<file path="src/rtl/seq_detect_pkg.sv">
// Shared types and constants for the 1101 sequence detector controller.
package seq_detect_pkg;

  localparam int unsigned W  = 16;
  localparam int unsigned CW = 5;

  // Marker for "no match seen yet" in the first-position field.
  localparam logic [4:0] NO_MATCH = 5'h1F;

  typedef enum logic [1:0] {
    StIdle  = 2'd0,
    StLoad  = 2'd1,
    StShift = 2'd2,
    StDone  = 2'd3
  } state_e;

  // Detector states name the longest suffix of the input that prefixes 1101.
  typedef enum logic [1:0] {
    DetS0   = 2'd0,
    DetS1   = 2'd1,
    DetS11  = 2'd2,
    DetS110 = 2'd3
  } det_state_e;

endpackage

</file>
<file path="src/rtl/mealy_1101.sv">
// Overlapping Mealy detector for the serial pattern 1101.
module mealy_1101
  import seq_detect_pkg::*;
(
  input  logic       clk,
  input  logic       reset,
  input  logic       x,
  output logic       z,
  output logic [1:0] seq
);

  det_state_e state_q, state_d;

  // Next-state and Mealy output; a match falls back to DetS1 so overlaps are counted.
  always_comb begin
    state_d = state_q;
    z       = 1'b0;
    case (state_q)
      DetS0:   state_d = x ? DetS1 : DetS0;
      DetS1:   state_d = x ? DetS11 : DetS0;
      DetS11:  state_d = x ? DetS11 : DetS110;
      DetS110: begin
        state_d = x ? DetS1 : DetS0;
        z       = x;
      end
      default: state_d = DetS0;
    endcase
  end

  // State register.
  always_ff @(posedge clk or posedge reset) begin
    if (reset) state_q <= DetS0;
    else       state_q <= state_d;
  end

  assign seq = state_q;

endmodule

</file>
<file path="src/rtl/seq_detect_ctrl.sv">
// Serialises a pattern word MSB-first into the 1101 detector and reports
// match count and first match position via a start/busy/done handshake.
module seq_detect_ctrl
  import seq_detect_pkg::*;
#(
  parameter int unsigned W  = 16,
  parameter int unsigned CW = 5
) (
  input  logic          clk,
  input  logic          reset,
  input  logic          start,
  input  logic [W-1:0]  data_in,
  input  logic [CW-1:0] len,
  output logic          busy,
  output logic          done,
  output logic [CW-1:0] match_cnt,
  output logic [CW-1:0] first_pos,
  output logic          x_dbg
);

  localparam logic [CW-1:0] NoMatch = CW'(NO_MATCH);
  localparam logic [CW-1:0] MaxLen  = CW'(W);

  state_e        state_q, state_d;
  logic [W-1:0]  sreg_q, sreg_d;
  logic [CW-1:0] cnt_q, cnt_d;
  logic [CW-1:0] idx_q, idx_d;
  logic [CW-1:0] match_cnt_q, match_cnt_d;
  logic [CW-1:0] first_pos_q, first_pos_d;
  logic          det_clr_q, det_clr_d;
  logic [CW-1:0] len_sat;
  logic          x;
  logic          z;

  assign len_sat = (len > MaxLen) ? MaxLen : len;

  // FSM next state, datapath updates and serial bit selection.
  always_comb begin
    state_d     = state_q;
    sreg_d      = sreg_q;
    cnt_d       = cnt_q;
    idx_d       = idx_q;
    match_cnt_d = match_cnt_q;
    first_pos_d = first_pos_q;
    det_clr_d   = 1'b0;
    x           = 1'b0;
    case (state_q)
      StIdle: begin
        if (start) begin
          state_d   = StLoad;
          // Registered so the detector is held in reset for the whole LOAD cycle.
          det_clr_d = 1'b1;
        end
      end
      StLoad: begin
        sreg_d      = data_in;
        cnt_d       = len_sat;
        idx_d       = '0;
        match_cnt_d = '0;
        first_pos_d = NoMatch;
        state_d     = (len_sat == '0) ? StDone : StShift;
      end
      StShift: begin
        x = sreg_q[W-1];
        if (z) begin
          if (match_cnt_q != '1) match_cnt_d = match_cnt_q + CW'(1);
          if (first_pos_q == NoMatch) first_pos_d = idx_q;
        end
        sreg_d = {sreg_q[W-2:0], 1'b0};
        idx_d  = idx_q + CW'(1);
        cnt_d  = cnt_q - CW'(1);
        if (cnt_q <= CW'(1)) state_d = StDone;
      end
      StDone:  state_d = StIdle;
      default: state_d = StIdle;
    endcase
  end

  // Controller state and datapath registers.
  always_ff @(posedge clk or posedge reset) begin
    if (reset) begin
      state_q     <= StIdle;
      sreg_q      <= '0;
      cnt_q       <= '0;
      idx_q       <= '0;
      match_cnt_q <= '0;
      first_pos_q <= NoMatch;
      det_clr_q   <= 1'b0;
    end else begin
      state_q     <= state_d;
      sreg_q      <= sreg_d;
      cnt_q       <= cnt_d;
      idx_q       <= idx_d;
      match_cnt_q <= match_cnt_d;
      first_pos_q <= first_pos_d;
      det_clr_q   <= det_clr_d;
    end
  end

  mealy_1101 u_det (
    .clk   (clk),
    .reset (reset | det_clr_q),
    .x     (x),
    .z     (z),
    .seq   ()
  );

  assign busy      = (state_q != StIdle);
  assign done      = (state_q == StDone);
  assign match_cnt = match_cnt_q;
  assign first_pos = first_pos_q;
  assign x_dbg     = x;

endmodule

</file>
<file path="config.mk">
export PLATFORM = sky130hd
export DESIGN_NAME = seq_detect_ctrl
export DESIGN_NICKNAME = d
export VERILOG_FILES = /design/src/rtl/seq_detect_pkg.sv /design/src/rtl/mealy_1101.sv /design/src/rtl/seq_detect_ctrl.sv
export SDC_FILE = /design/constraint.sdc
export NUM_CORES = 1
export LEC_CHECK = 0
export BUFFER_PORTS_ARGS = -buffer_cell sky130_fd_sc_hd__buf_2
export CORE_UTILIZATION = 50
export CTS_CLUSTER_DIAMETER = 200
export CTS_CLUSTER_SIZE = 8
export DETAILED_ROUTE_END_ITERATION = 6
export GPL_TIMING_DRIVEN = 0
export PLACE_DENSITY = 0.8
export SYNTH_ARGS = -nofsm -noshare
export SYNTH_HDL_FRONTEND = slang
export SYNTH_SLANG_ARGS = --single-unit
</file>
<file path="constraint.sdc">
create_clock -name clk -period 1.4 [get_ports clk]
set_clock_uncertainty 0.15 [all_clocks]
set_input_delay 0.14 -clock clk [delete_from_list [all_inputs] [get_ports clk]]
set_output_delay 0.14 -clock clk [all_outputs]
set_load 0.02 [all_outputs]
</file>
==> results.json <==
{
  "cts_root_buffer": "sky130_fd_sc_hd__clkbuf_8",
  "place_hpwl_um": 3107,
  "run_status": "finished with violations",
  "critPathKind": "flop to flop",
  "cp_cell_sequence": "ha_4, and3_4, ha_4, and4b_1, buf_6, nand4_1, xor2_1, nor2_1",
  "clock_period_minus_worst_slack_ps": 1844,
  "clk_transition_reported_paths_ps": 80,
  "critPathRequiredTime_ps": 1440,
  "crit_path_max_fanout": 5,
  "timing.critical_path.arrival_ps": 1880,
  "yosysTopAreaCell": "sky130_fd_sc_hd__dfrtp_1",
  "power_leakage_uw": 0.001472,
  "final_instance_area_um2": 3336,
  "placed_cell_area_um2": 2536,
  "grt.overflow.total": 0,
  "h-tree-depth": 2,
  "syn-instance-count": 214,
  "rrSetupSlack_ps": -440,
  "final_layout_size_suffix_gt1_share_pct": 46.44,
  "fp.dieArea_um2": 4504,
  "violations": "hold timing, setup timing",
  "endpoint_kind": "flop",
  "maximum_vdd_ir_drop_mv": 1.424,
  "vertical_die_dimension_um": 67.11,
  "timing.slew.headroom_pct": 53.33,
  "count_of_unique_library_cells_instantiated_by_yosys": 40,
  "hold_slack_ps": -14.34,
  "grt_antenna_before_repair": 0,
  "filler_cell_count": 226,
  "rsz0062_at_grt": "yes",
  "detail_route.vias_per_cell": 5.728,
  "finalSetupViolCount": 42,
  "worst_slack_ps": -444.0,
  "antenna-diode-count": 0,
  "clock_tree.buffer_depth": 2,
  "ys_seq_area_share_pct": 48.70,
  "synth.top_cell.area_share_pct": 42.50,
  "design.core.area_um2": 4029,
  "nets": 331,
  "placement.setup.worst_slack_ps": -497.4,
  "grt_util_all_layers_pct": 27.21,
  "drv_slew": 0,
  "number_of_buffers_created_by_cts": 5,
  "setup-tns-final_ps": -9643,
  "timing.final.crit_share_pct": 131.7,
  "io_pins": 37,
  "grt_start_max_net_pins": 40,
  "yosys_warnings": 0,
  "maxCapViolCount": 0,
  "initial_core_utilization_pct": 52.61,
  "drtPass1Iterations": 4,
  "die-width_um": 67.11,
  "core.rowCount": 23,
  "fmax_mhz": 542.3,
  "cpPeakStageDelay_ps": 430,
  "avgRoutedWirePerCell_um": 17.64,
  "synthTopCellsByArea": "sky130_fd_sc_hd__dfrtp_1 43%, sky130_fd_sc_hd__ha_1 7.7%, sky130_fd_sc_hd__mux2i_1 7.6%",
  "cp_common_cell": "sky130_fd_sc_hd__ha_4",
  "synth_seq_cells": 41,
  "post_layout_total_power_uw": 8091,
  "layout-area-overhead-vs-synth_pct": 57.38,
  "detail_route.wirelength_um": 6087,
  "port_buffers": 36,
  "clock_sink_count": 41,
  "syn_nets": 251,
  "wire_length_of_the_first_global_routing_pass_um": 8956,
  "final-hold-violation-count": 1,
  "drt_iter0_drc": 104,
  "finish.utilization_pct": 82.80,
  "num_vias": 1976,
  "syn_area_per_cell_um2": 9.904,
  "netlist_area_before_placement_um2": 2120,
  "cellPowerDensity_nw_per_um2": 2426,
  "tritoncts_clock_tree": "done",
  "post-route-drc-count": 0,
  "finalWeightedCongestion": 0.8079,
  "critPathLaunchType": "flop",
  "tightest_slew_ps": 699.3,
  "grt_pass1_vias": 1939,
  "detail-route-antenna-nets": 0,
  "hold_path_class": "input port to flop",
  "clock_latency_ps": 300,
  "slowest_stage": "sky130_fd_sc_hd__dfrtp_2"
}
==> flip-flops by register name, indices dropped and copies added (netlist names) <==
| signal | cells |
|---|---|
| sreg_q | 16 |
| cnt_q | 5 |
| first_pos | 5 |
| idx_q | 5 |
| match_cnt | 5 |
| state_q | 2 |
| u_det.seq | 2 |
| det_clr_q | 1 |
==> cell type report <==
cell class / instances / area [µm²] / share of cell area [%]
multi-input cells: 145 / 1239 / 37.13
flip-flops and latches: 41 / 1036 / 31.06
repair buffers: 74 / 658.1 / 19.73
plain buffers: 11 / 163.9 / 4.914
clock buffers: 6 / 72.57 / 2.176
inverters: 16 / 68.82 / 2.063
well taps: 50 / 62.56 / 1.875
clock inverters: 2 / 35.03 / 1.050
==> power breakdown <==
group / internal, µW / switching, µW / total [µW] / leakage, µW
clock network: 529 / 419 / 948 / 0.0000552
logic: 2730 / 2500 / 5230 / 0.000926
registers: 1600 / 316 / 1910 / 0.000490
total: 4850 / 3240 / 8090 / 0.00147
==> worst max-delay path, delay by kind of cell (launching register included) <==
family	cells	cell delay, ps
buffers and inverters	1	120
AND/OR/NAND/NOR	4	570
adder cells (fa/ha/maj)	2	310
XOR/XNOR	1	160
flip-flops	1	430
==> what timing repair did <==
action,CTS,global route
gates cloned,5,1
endpoints found under the setup margin,42,77
hold endpoints to repair,48,0
setup buffers,14,5
resized for setup,51,32
pin swaps,23,17
hold buffers,13,0
==> through the flow <==
step / hold slack [ps] / cells
after CTS: 2.181 / 340
final: -14.34 / 345
after global placement: -104.7 / 300
after global routing: 1.166 / 345
after detailed placement: -74.46 / 300
after floorplan: -224.4 / 214
==> cell families (layout without fill, tap and decap cells) <==
logic type      count (synthesis)  in the layout  share of synthesized area, %
mux                            16             16                         7.556
flops                          41             41                         48.70
fa+ha+maj                      13             13                         7.674
simple gates                   60             60                         13.99
buf+inv                        28            109                         5.607
compound gates                 54             54                         15.64
xor+xnor                        2              2                        0.8266
==> synth_stat cells (all sizes together) <==
cell,n
xor2,2
and4b,1
inv,16
nand2,13
a22o,2
a31oi,3
nand4,3
ha,13
dfrtp,36
nor4b,1
o22a,2
nor3,3
clkbuf,5
a21oi,22
mux2i,16
o211ai,1
and3,1
o22ai,1
a41o,1
o311a,1
buf,7
nor3b,1
or4b,1
nor2,25
dfstp,5
o21ai,14
a21o,2
nand3,5
a32o,3
or3,1
o31ai,1
a21boi,1
nor2b,2
and2,2
nand2b,1
==> path summary, 6_finish.rpt <==
| path | start | end | cells past startpoint |
|---|---|---|---|
| min reg2reg | det_clr_q | u_det.seq[1] | 1 |
| min in group asynchronous | det_clr_q | u_det.seq[1] | 1 |
| max | match_cnt[0] | match_cnt[3] | 8 |
| max reg2reg | match_cnt[0] | match_cnt[3] | 8 |
| min | data_in[2] | sreg_q[2] | 3 |
| max in group asynchronous | reset | match_cnt[1] | 3 |
==> routing by layer <==
metal  global-route usage (%)  share of wire (%)  wire length (µm)
met4                    9.309                2.9               179
met5                        0                  0                 0
met3                    5.993                5.0               304
met1                    33.37                 41              2466
met2                    46.75                 52              3137
==> placed cells by master, fill, tap and decap left out, drive strengths merged, types with 3 or more instances in the layout <==
cell          n
a31oi         3
dfstp         5
nor3          3
inv          15
a21oi        22
ha           13
dlygate4sd3  13
nand4         3
nor2         25
nand3         5
clkbuf       11
a32o          3
dfrtp        36
nand2        13
buf          67
mux2i        16
o21ai        14
No activity file was read; power rests on OpenSTA's default activity.
